[config.mk]
export PLATFORM = sky130hd
export DESIGN_NAME = mapper_flat
export DESIGN_NICKNAME = d
export VERILOG_FILES = /design/src/rtl/mapper_if.sv /design/src/rtl/mapper.sv /design/src/flat_wrapper.sv
export SDC_FILE = /design/constraint.sdc
export NUM_CORES = 1
export LEC_CHECK = 0
export CAP_MARGIN = 10
export CORE_MARGIN = 8
export CORE_UTILIZATION = 50
export DETAILED_ROUTE_END_ITERATION = 8
export DONT_BUFFER_PORTS = 1
export GPL_TIMING_DRIVEN = 0
export PLACE_DENSITY = 0.75
export SYNTH_ARGS = -nofsm -noshare
export SYNTH_HDL_FRONTEND = slang
export SYNTH_SLANG_ARGS = --single-unit
[constraint.sdc]
create_clock -name clock -period 2.7 [get_ports clock]
set_clock_uncertainty 0.15 [all_clocks]
set_input_delay 0.135 -clock clock [delete_from_list [all_inputs] [get_ports clock]]
set_output_delay 0.135 -clock clock [all_outputs]
set_load 0.005 [all_outputs]
[src/rtl/mapper_if.sv]
// mapper_if: insert and lookup bundle for the ID -> port lookup table.
//   id_N / port_N / valid_N (N=1..4) : insert channels (ID, originating port, strobe)
//   write_look_after / read_look_after : IDs queried by the two response paths
//   write_came_from / read_came_from   : registered lookup results
// The master modport drives inserts and queries. The slave modport is the table.
interface mapper_if #(
    parameter int ID_WIDTH        = 6,
    parameter int NUMBER_OF_PORTS = 2
);
    localparam int PW = (NUMBER_OF_PORTS > 1) ? $clog2(NUMBER_OF_PORTS) : 1;

    logic [ID_WIDTH-1:0] id_1, id_2, id_3, id_4;
    logic [PW-1:0]       port_1, port_2, port_3, port_4;
    logic                valid_1, valid_2, valid_3, valid_4;
    logic [ID_WIDTH-1:0] write_look_after;
    logic [PW-1:0]       write_came_from;
    logic [ID_WIDTH-1:0] read_look_after;
    logic [PW-1:0]       read_came_from;

    modport master (
        output id_1, id_2, id_3, id_4,
        output port_1, port_2, port_3, port_4,
        output valid_1, valid_2, valid_3, valid_4,
        output write_look_after, read_look_after,
        input  write_came_from, read_came_from
    );

    modport slave (
        input  id_1, id_2, id_3, id_4,
        input  port_1, port_2, port_3, port_4,
        input  valid_1, valid_2, valid_3, valid_4,
        input  write_look_after, read_look_after,
        output write_came_from, read_came_from
    );
endinterface

[src/rtl/mapper.sv]
// mapper: transaction-ID -> ingress-port lookup table.
//   clock : rising-edge clock
//   reset : asynchronous, active-high; clears every entry and both outputs
//   bus   : mapper_if slave. It carries four insert channels and two
//           independent lookup paths, write and read.
// Each ID has one entry and no valid bit, so an ID that was never inserted
// reads back as 0. Lookups are registered and take one cycle. A lookup that
// hits an ID being inserted on the same edge returns the old contents.
module mapper #(
    parameter int ID_WIDTH        = 6,
    parameter int NUMBER_OF_PORTS = 2
) (
    input  logic    clock,
    input  logic    reset,
    mapper_if.slave bus
);
    localparam int PW    = (NUMBER_OF_PORTS > 1) ? $clog2(NUMBER_OF_PORTS) : 1;
    localparam int DEPTH = 2 ** ID_WIDTH;

    logic [PW-1:0] entries [DEPTH];

    always_ff @(posedge clock or posedge reset) begin
        if (reset) begin
            for (int i = 0; i < DEPTH; i++) begin
                entries[i] <= '0;
            end
            bus.write_came_from <= '0;
            bus.read_came_from  <= '0;
        end else begin
            // Lookup reads the array before this edge's inserts land (read-before-write).
            bus.write_came_from <= entries[bus.write_look_after];
            bus.read_came_from  <= entries[bus.read_look_after];

            // Later nonblocking writes to the same entry override earlier ones.
            // Ordering the channels 1..4 therefore lets the highest channel win a collision.
            if (bus.valid_1) entries[bus.id_1] <= bus.port_1;
            if (bus.valid_2) entries[bus.id_2] <= bus.port_2;
            if (bus.valid_3) entries[bus.id_3] <= bus.port_3;
            if (bus.valid_4) entries[bus.id_4] <= bus.port_4;
        end
    end
endmodule

[src/flat_wrapper.sv]
// flat-port wrapper written by rule: the top's interface ports become plain ports
module mapper_flat 
#(
    parameter int ID_WIDTH        = 6,
    parameter int NUMBER_OF_PORTS = 2
)
  (clock, reset, bus_id_1, bus_id_2, bus_id_3, bus_id_4, bus_port_1, bus_port_2, bus_port_3, bus_port_4, bus_valid_1, bus_valid_2, bus_valid_3, bus_valid_4, bus_write_look_after, bus_read_look_after, bus_write_came_from, bus_read_came_from);
  mapper_if #(.ID_WIDTH(ID_WIDTH), .NUMBER_OF_PORTS(NUMBER_OF_PORTS)) bus_i ();
  input  logic clock;
  input  logic reset;
  input wire logic [$bits(bus_i.id_1)-1:0] bus_id_1;
  input wire logic [$bits(bus_i.id_2)-1:0] bus_id_2;
  input wire logic [$bits(bus_i.id_3)-1:0] bus_id_3;
  input wire logic [$bits(bus_i.id_4)-1:0] bus_id_4;
  input wire logic [$bits(bus_i.port_1)-1:0] bus_port_1;
  input wire logic [$bits(bus_i.port_2)-1:0] bus_port_2;
  input wire logic [$bits(bus_i.port_3)-1:0] bus_port_3;
  input wire logic [$bits(bus_i.port_4)-1:0] bus_port_4;
  input wire logic [$bits(bus_i.valid_1)-1:0] bus_valid_1;
  input wire logic [$bits(bus_i.valid_2)-1:0] bus_valid_2;
  input wire logic [$bits(bus_i.valid_3)-1:0] bus_valid_3;
  input wire logic [$bits(bus_i.valid_4)-1:0] bus_valid_4;
  input wire logic [$bits(bus_i.write_look_after)-1:0] bus_write_look_after;
  input wire logic [$bits(bus_i.read_look_after)-1:0] bus_read_look_after;
  output wire logic [$bits(bus_i.write_came_from)-1:0] bus_write_came_from;
  output wire logic [$bits(bus_i.read_came_from)-1:0] bus_read_came_from;
  assign bus_i.id_1 = bus_id_1;
  assign bus_i.id_2 = bus_id_2;
  assign bus_i.id_3 = bus_id_3;
  assign bus_i.id_4 = bus_id_4;
  assign bus_i.port_1 = bus_port_1;
  assign bus_i.port_2 = bus_port_2;
  assign bus_i.port_3 = bus_port_3;
  assign bus_i.port_4 = bus_port_4;
  assign bus_i.valid_1 = bus_valid_1;
  assign bus_i.valid_2 = bus_valid_2;
  assign bus_i.valid_3 = bus_valid_3;
  assign bus_i.valid_4 = bus_valid_4;
  assign bus_i.write_look_after = bus_write_look_after;
  assign bus_i.read_look_after = bus_read_look_after;
  assign bus_write_came_from = bus_i.write_came_from;
  assign bus_read_came_from = bus_i.read_came_from;
  mapper #(.ID_WIDTH(ID_WIDTH), .NUMBER_OF_PORTS(NUMBER_OF_PORTS)) u_core (.clock(clock), .reset(reset), .bus(bus_i));
endmodule
## After elaboration in Yosys (flattened, before gate mapping)

Cells that the tools add are included.

| word-level totals | value |
|---|---|
| word-level logic and storage cells | 108 |
| bits in registers | 66 |
| output and inout bits | 2 |
| bits of input ports | 46 |

| operators by class | value |
|---|---|
| bitwise logic cells | 6 |
| mux-type cells | 22 |
| reductions and logical operators | 4 |
| magnitude comparators | 10 |

Operators with widths:

| kind | number |
|---|---|
| $bwmux 64 | 4 |
| $mux 64 | 4 |
| $ge 7x7->1 const B | 6 |
| $not 6->7 | 6 |
| $lt 7x1->1 const B | 4 |
| $demux 1 s6 | 4 |
| $bmux 1 s6 | 2 |
| $mux 1 | 8 |
| $logic_and 1x1->1 | 4 |

## Depth between registers and ports, before layout

| logic depth | value |
|---|---|
| word-level depth | 13 |
| mapped depth | 8 |
| mapped depth without buffers | 5 |

## Least setup slack after synthesis

No wires, ideal clock.

| timing | value |
|---|---|
| path kind | input to register |
| start | input port bus_read_look_after[0] |
| end | register u_core.bus.read_came_from |
| slack | 0.916 ns |
| library setup time | 0.129 ns |
| stages | 7 |
| data required time | 2.421 ns |
| arrival | 1.505 ns |
| buffers on the path | 2 |
| path through | buf_2 -> buf_4 -> mux4_2 -> mux2i_1 -> mux2i_1 -> o21ai_0 -> o32ai_1 |

| on the way | value |
|---|---|
| word-level cells in the longest chain between the ends | 4 |

Ends and longest elaborated chain:

| what | RTL line | text |
|---|---|---|
| start: declaration | flat_wrapper.sv:24 | `input wire logic [$bits(bus_i.read_look_after)-1:0] bus_read_look_after;` |
| $not 6->7 (implied by the code) | mapper.sv:32 | `bus.read_came_from <= entries[bus.read_look_after];` |
| $bmux 1 s6 | mapper.sv:32 |  |
| $mux 1 (implied by the code) (2 in series) | mapper.sv:32 |  |
| end signal: assignment | mapper.sv:32 |  |
| end: declaration | mapper_if.sv:33 | `output write_came_from, read_came_from` |

Every way passes these cells. The select of a mux whose other input is x is not followed.

## Worst setup path in the final report

| timing | value |
|---|---|
| start | register u_core.entries[26] in the netlist's numbering |
| end | register u_core.bus.write_came_from |

| on the way | value |
|---|---|
| word-level cells in the longest chain between the ends | 3 |

Ends and longest elaborated chain:

| what | RTL line | text |
|---|---|---|
| start: declaration | mapper.sv:20 | `logic [PW-1:0] entries [DEPTH];` |
| start signal: indexed assignment | mapper.sv:36 | `if (bus.valid_1) entries[bus.id_1] <= bus.port_1;` |
| start signal: indexed assignment | mapper.sv:37 | `if (bus.valid_2) entries[bus.id_2] <= bus.port_2;` |
| start signal: indexed assignment | mapper.sv:38 | `if (bus.valid_3) entries[bus.id_3] <= bus.port_3;` |
| $bmux 1 s6 | mapper.sv:31 | `bus.write_came_from <= entries[bus.write_look_after];` |
| $mux 1 (implied by the code) (2 in series) | mapper.sv:31 |  |
| end signal: assignment | mapper.sv:31 |  |
| end: declaration | mapper_if.sv:33 |  |

Every way passes these cells. The select of a mux whose other input is x is not followed.

==> key figures <==
Timing
  • Final setup violation count: 0
  • Achievable frequency: 416 MHz
  • Slew @ Worst Pin: 1210 ps
  • PnR worst setup slack: 294 ps
  • Final min period: 2410 ps
  • Final Hold Viols: 0
  • Setup tns final: 0 ps
  • RSZ-0062 raised after global routing: no
  • Worst slew margin: 19.5%
  • Pins Over Slew Limit: 0
  • Final worst path period share: 89.1%

Placement
  • Placed inst area: 0.00725 sq mm
  • GPL Wtd Cong: 1.02
  • Worst slack, placed: 467 ps
  • Post-DP HPWL: 22700 um
  • PortBufs: 0

Worst setup path
  • Req. time, crit path: 2800 ps
  • CP arrival: 2500 ps
  • Peak fanout along the critical path: 3
  • Crit-path max cell delay: 560 ps
  • Critical path cell sequence: mux4_2 > nor2b_1 > a211o_1 > a21oi_1 > o32ai_1 > dlygate4sd3_1
  • Critical Path Start Type: register
  • Slowest cell on crit path: dlygate4sd3_1
  • Cell family with most CP delay: buffers and inverters
  • WP buf/inv: 1
  • Crit Path Category: register to register
  • Critical Path End Type: register

Final layout
  • Final Cell Area: 0.00767 sq mm
  • Final #Nets: 999
  • Number of diodes: 0
  • Ratio of cells with drive above 1 in the final layout: 8.66%
  • Area grow syn2layout: 9.35%

GRT
  • Antenna violations before repair: 0
  • All-Layer GR Usage: 33.6%
  • Gr busiest metal: met2
  • Grt met3 use: 12.2%
  • First-pass GRT wire length: 45700 um
  • Met2 usage: 48.5%
  • Congestion Overflow GR: 0
  • Largest net degree at the start of global routing: 67
  • Routing usage on met1: 43.4%
  • Vias in the first global route: 7556

Yosys
  • Main area contributors after synthesis: dfrtp_1 (24%), mux4_2 (10%), nor2_1 (7.1%), o221ai_1 (6.4%), nand2_1 (6.3%)
  • Mean post-synth cell area: 7.52 sq um
  • Synth area leader: dfrtp_1
  • Synth warn: 0
  • Synthesis-stage register bit count: 66
  • Netlist cell types: 51
  • Top cell type's share of synthesized area: 23.6%
  • Sequential cell area fraction in the yosys report: 23.6%
  • FFs w/ async S/R, synth: 100%
  • Most instantiated library cell after synthesis: nor2_1
  • Post-Syn Nets: 978
  • Cells after Synth: 932
  • Synthesized cell area: 0.00701 sq mm
  • Commonest cells in the netlist: nor2_1 (132), nand2_1 (118), clkbuf_1 (78)
  • Main synth FF type: dfrtp_1
  • Number of flops mapped to enable cells by yosys: 0

Routing
  • Via/cell ratio: 7.25
  • Starting DRT DRC Count: 1390
  • DRT Pass-1 Iters: 9
  • Routed Antenna Nets: 0
  • Drt total wl: 30800 um
  • DR vias: 8255
  • Drt wl/cell: 27.1 um
  • Drt drc: 0

Die
  • Starting density of the core: 50.9%
  • Die width: 134 um
  • Die ar.: 0.0181 sq mm
  • Placeable Area: 0.0138 sq mm
  • Cell row count: 43
  • Ports: 48
  • Die Y-Extent: 134 um

Power
  • Total power draw: 4.85 mW
  • Static Leak: 2.44 nW
  • Peak supply drop: 0.262 mV
  • Pwr/cell area: 632 mW/mm^2

Run
  • Max cap viols: 0

Clock tree
  • Clk buf depth: 2
  • CTS root buf: clkbuf_16
  • Clk_lat worst skew: 360 ps
  • CTS Buf Count: 9
  • TritonCTS clock tree: yes
  • Htree depth: 3
  • TritonCTS Sinks: 66
  • Clock-pin slew on the worst setup and hold paths: 70 ps
  • CTS-repair resized insts: 0

Min path
  • Hold WC Path Type: input port to register

Outcome
  • Status: finished clean
-- cell type report --
cell class | instances | area (sq um)
fillers | 1336 | 6110
multi-input cells | 762 | 4940
flip-flops and latches | 66 | 1650
plain buffers | 99 | 399
clock buffers | 9 | 225
well taps | 180 | 225
clock inverters | 7 | 118
repair buffers | 10 | 85.1
inverters | 5 | 21.3
-- repair_timing --
action	CTS	global route
setup buffers	0	0
hold buffers	7	0
hold endpoints to repair	71	0
-- per-layer routing --
layer  share of wire, %  up-vias
met3                 16      106
met5                  0        -
li1                   -     3581
met2                 42      681
met4                4.2        0
met1                 37     3887
-- path summary, 6_finish.rpt --
kind / to / from / cells past startpoint / slack, ps
max reg2reg: u_core.bus.write_came_from / u_core.entries[26] / 6 / 290
min reg2reg: u_core.entries[24] / u_core.entries[24] / 4 / 600
min in group asynchronous: u_core.entries[39] / reset / 2 / 310
min: u_core.entries[60] / bus_port_3 / 3 / 7
max in group asynchronous: u_core.entries[57] / reset / 2 / 1490
max: u_core.bus.write_came_from / u_core.entries[26] / 6 / 290
-- flip-flops by register name, indices dropped and copies added, names as in the netlist --
name and count:
u_core.bus.read_came_from 1, u_core.bus.write_came_from 1, u_core.entries 64
-- cells in the final DEF (no fill, tap or decap), drive strengths merged, types with 3 or more instances in the layout --
cell type    instances
a21oi               48
a22oi               23
a31oi               37
and3b                5
and4b                3
buf                 24
bufinv               3
clkbuf              87
clkinvlp             3
dfrtp               66
dlygate4sd3          7
inv                  5
mux2i               17
mux4                32
nand2              118
nand2b              14
nand3               67
nand3b              11
nand4                3
nand4b               6
nand4bb              5
nor2               132
nor2b                8
nor3                 7
nor3b                6
nor4b                4
nor4bb               3
o211ai              56
o21ai               58
o221ai              51
o22a                 3
o31ai                8
o32a                 3
or2                 12
or3                  3
or3b                 8
-- power by group --
group	internal [mW]	switching, mW	total (mW)	leakage [nW]
clock	0.901	0.521	1.42	0.158
sequential	1.29	0.480	1.77	0.799
combinational	0.809	0.843	1.65	1.48
total	3.00	1.84	4.85	2.44
-- per-stage QoR --
stage                     utilization, %  hold slack [ps]  std cells
after floorplan                        -             98.1        932
after global placement              52.5              102       1112
after detailed placement            52.6              107       1114
after CTS                           55.6             3.72       1137
after global routing                55.7             51.7       1138
final                               55.7             7.44       1138
-- logic make-up (layout without fill, tap and decap cells) --
group / Yosys count / in the layout / synth area share (%)
AO/OA/AOI/OAI: 292 / 292 / 28.1
buffers and inverters: 104 / 130 / 5.96
flip-flops: 66 / 66 / 23.6
multiplexers: 49 / 49 / 12.7
AND/OR/NAND/NOR: 421 / 421 / 29.7
-- worst min-delay path, cell delays in order --
cell,delay [ps]
nand3_1,140
o22a_1,140
a21oi_1,50
Note: power is estimated with default switching activity, not from simulation.
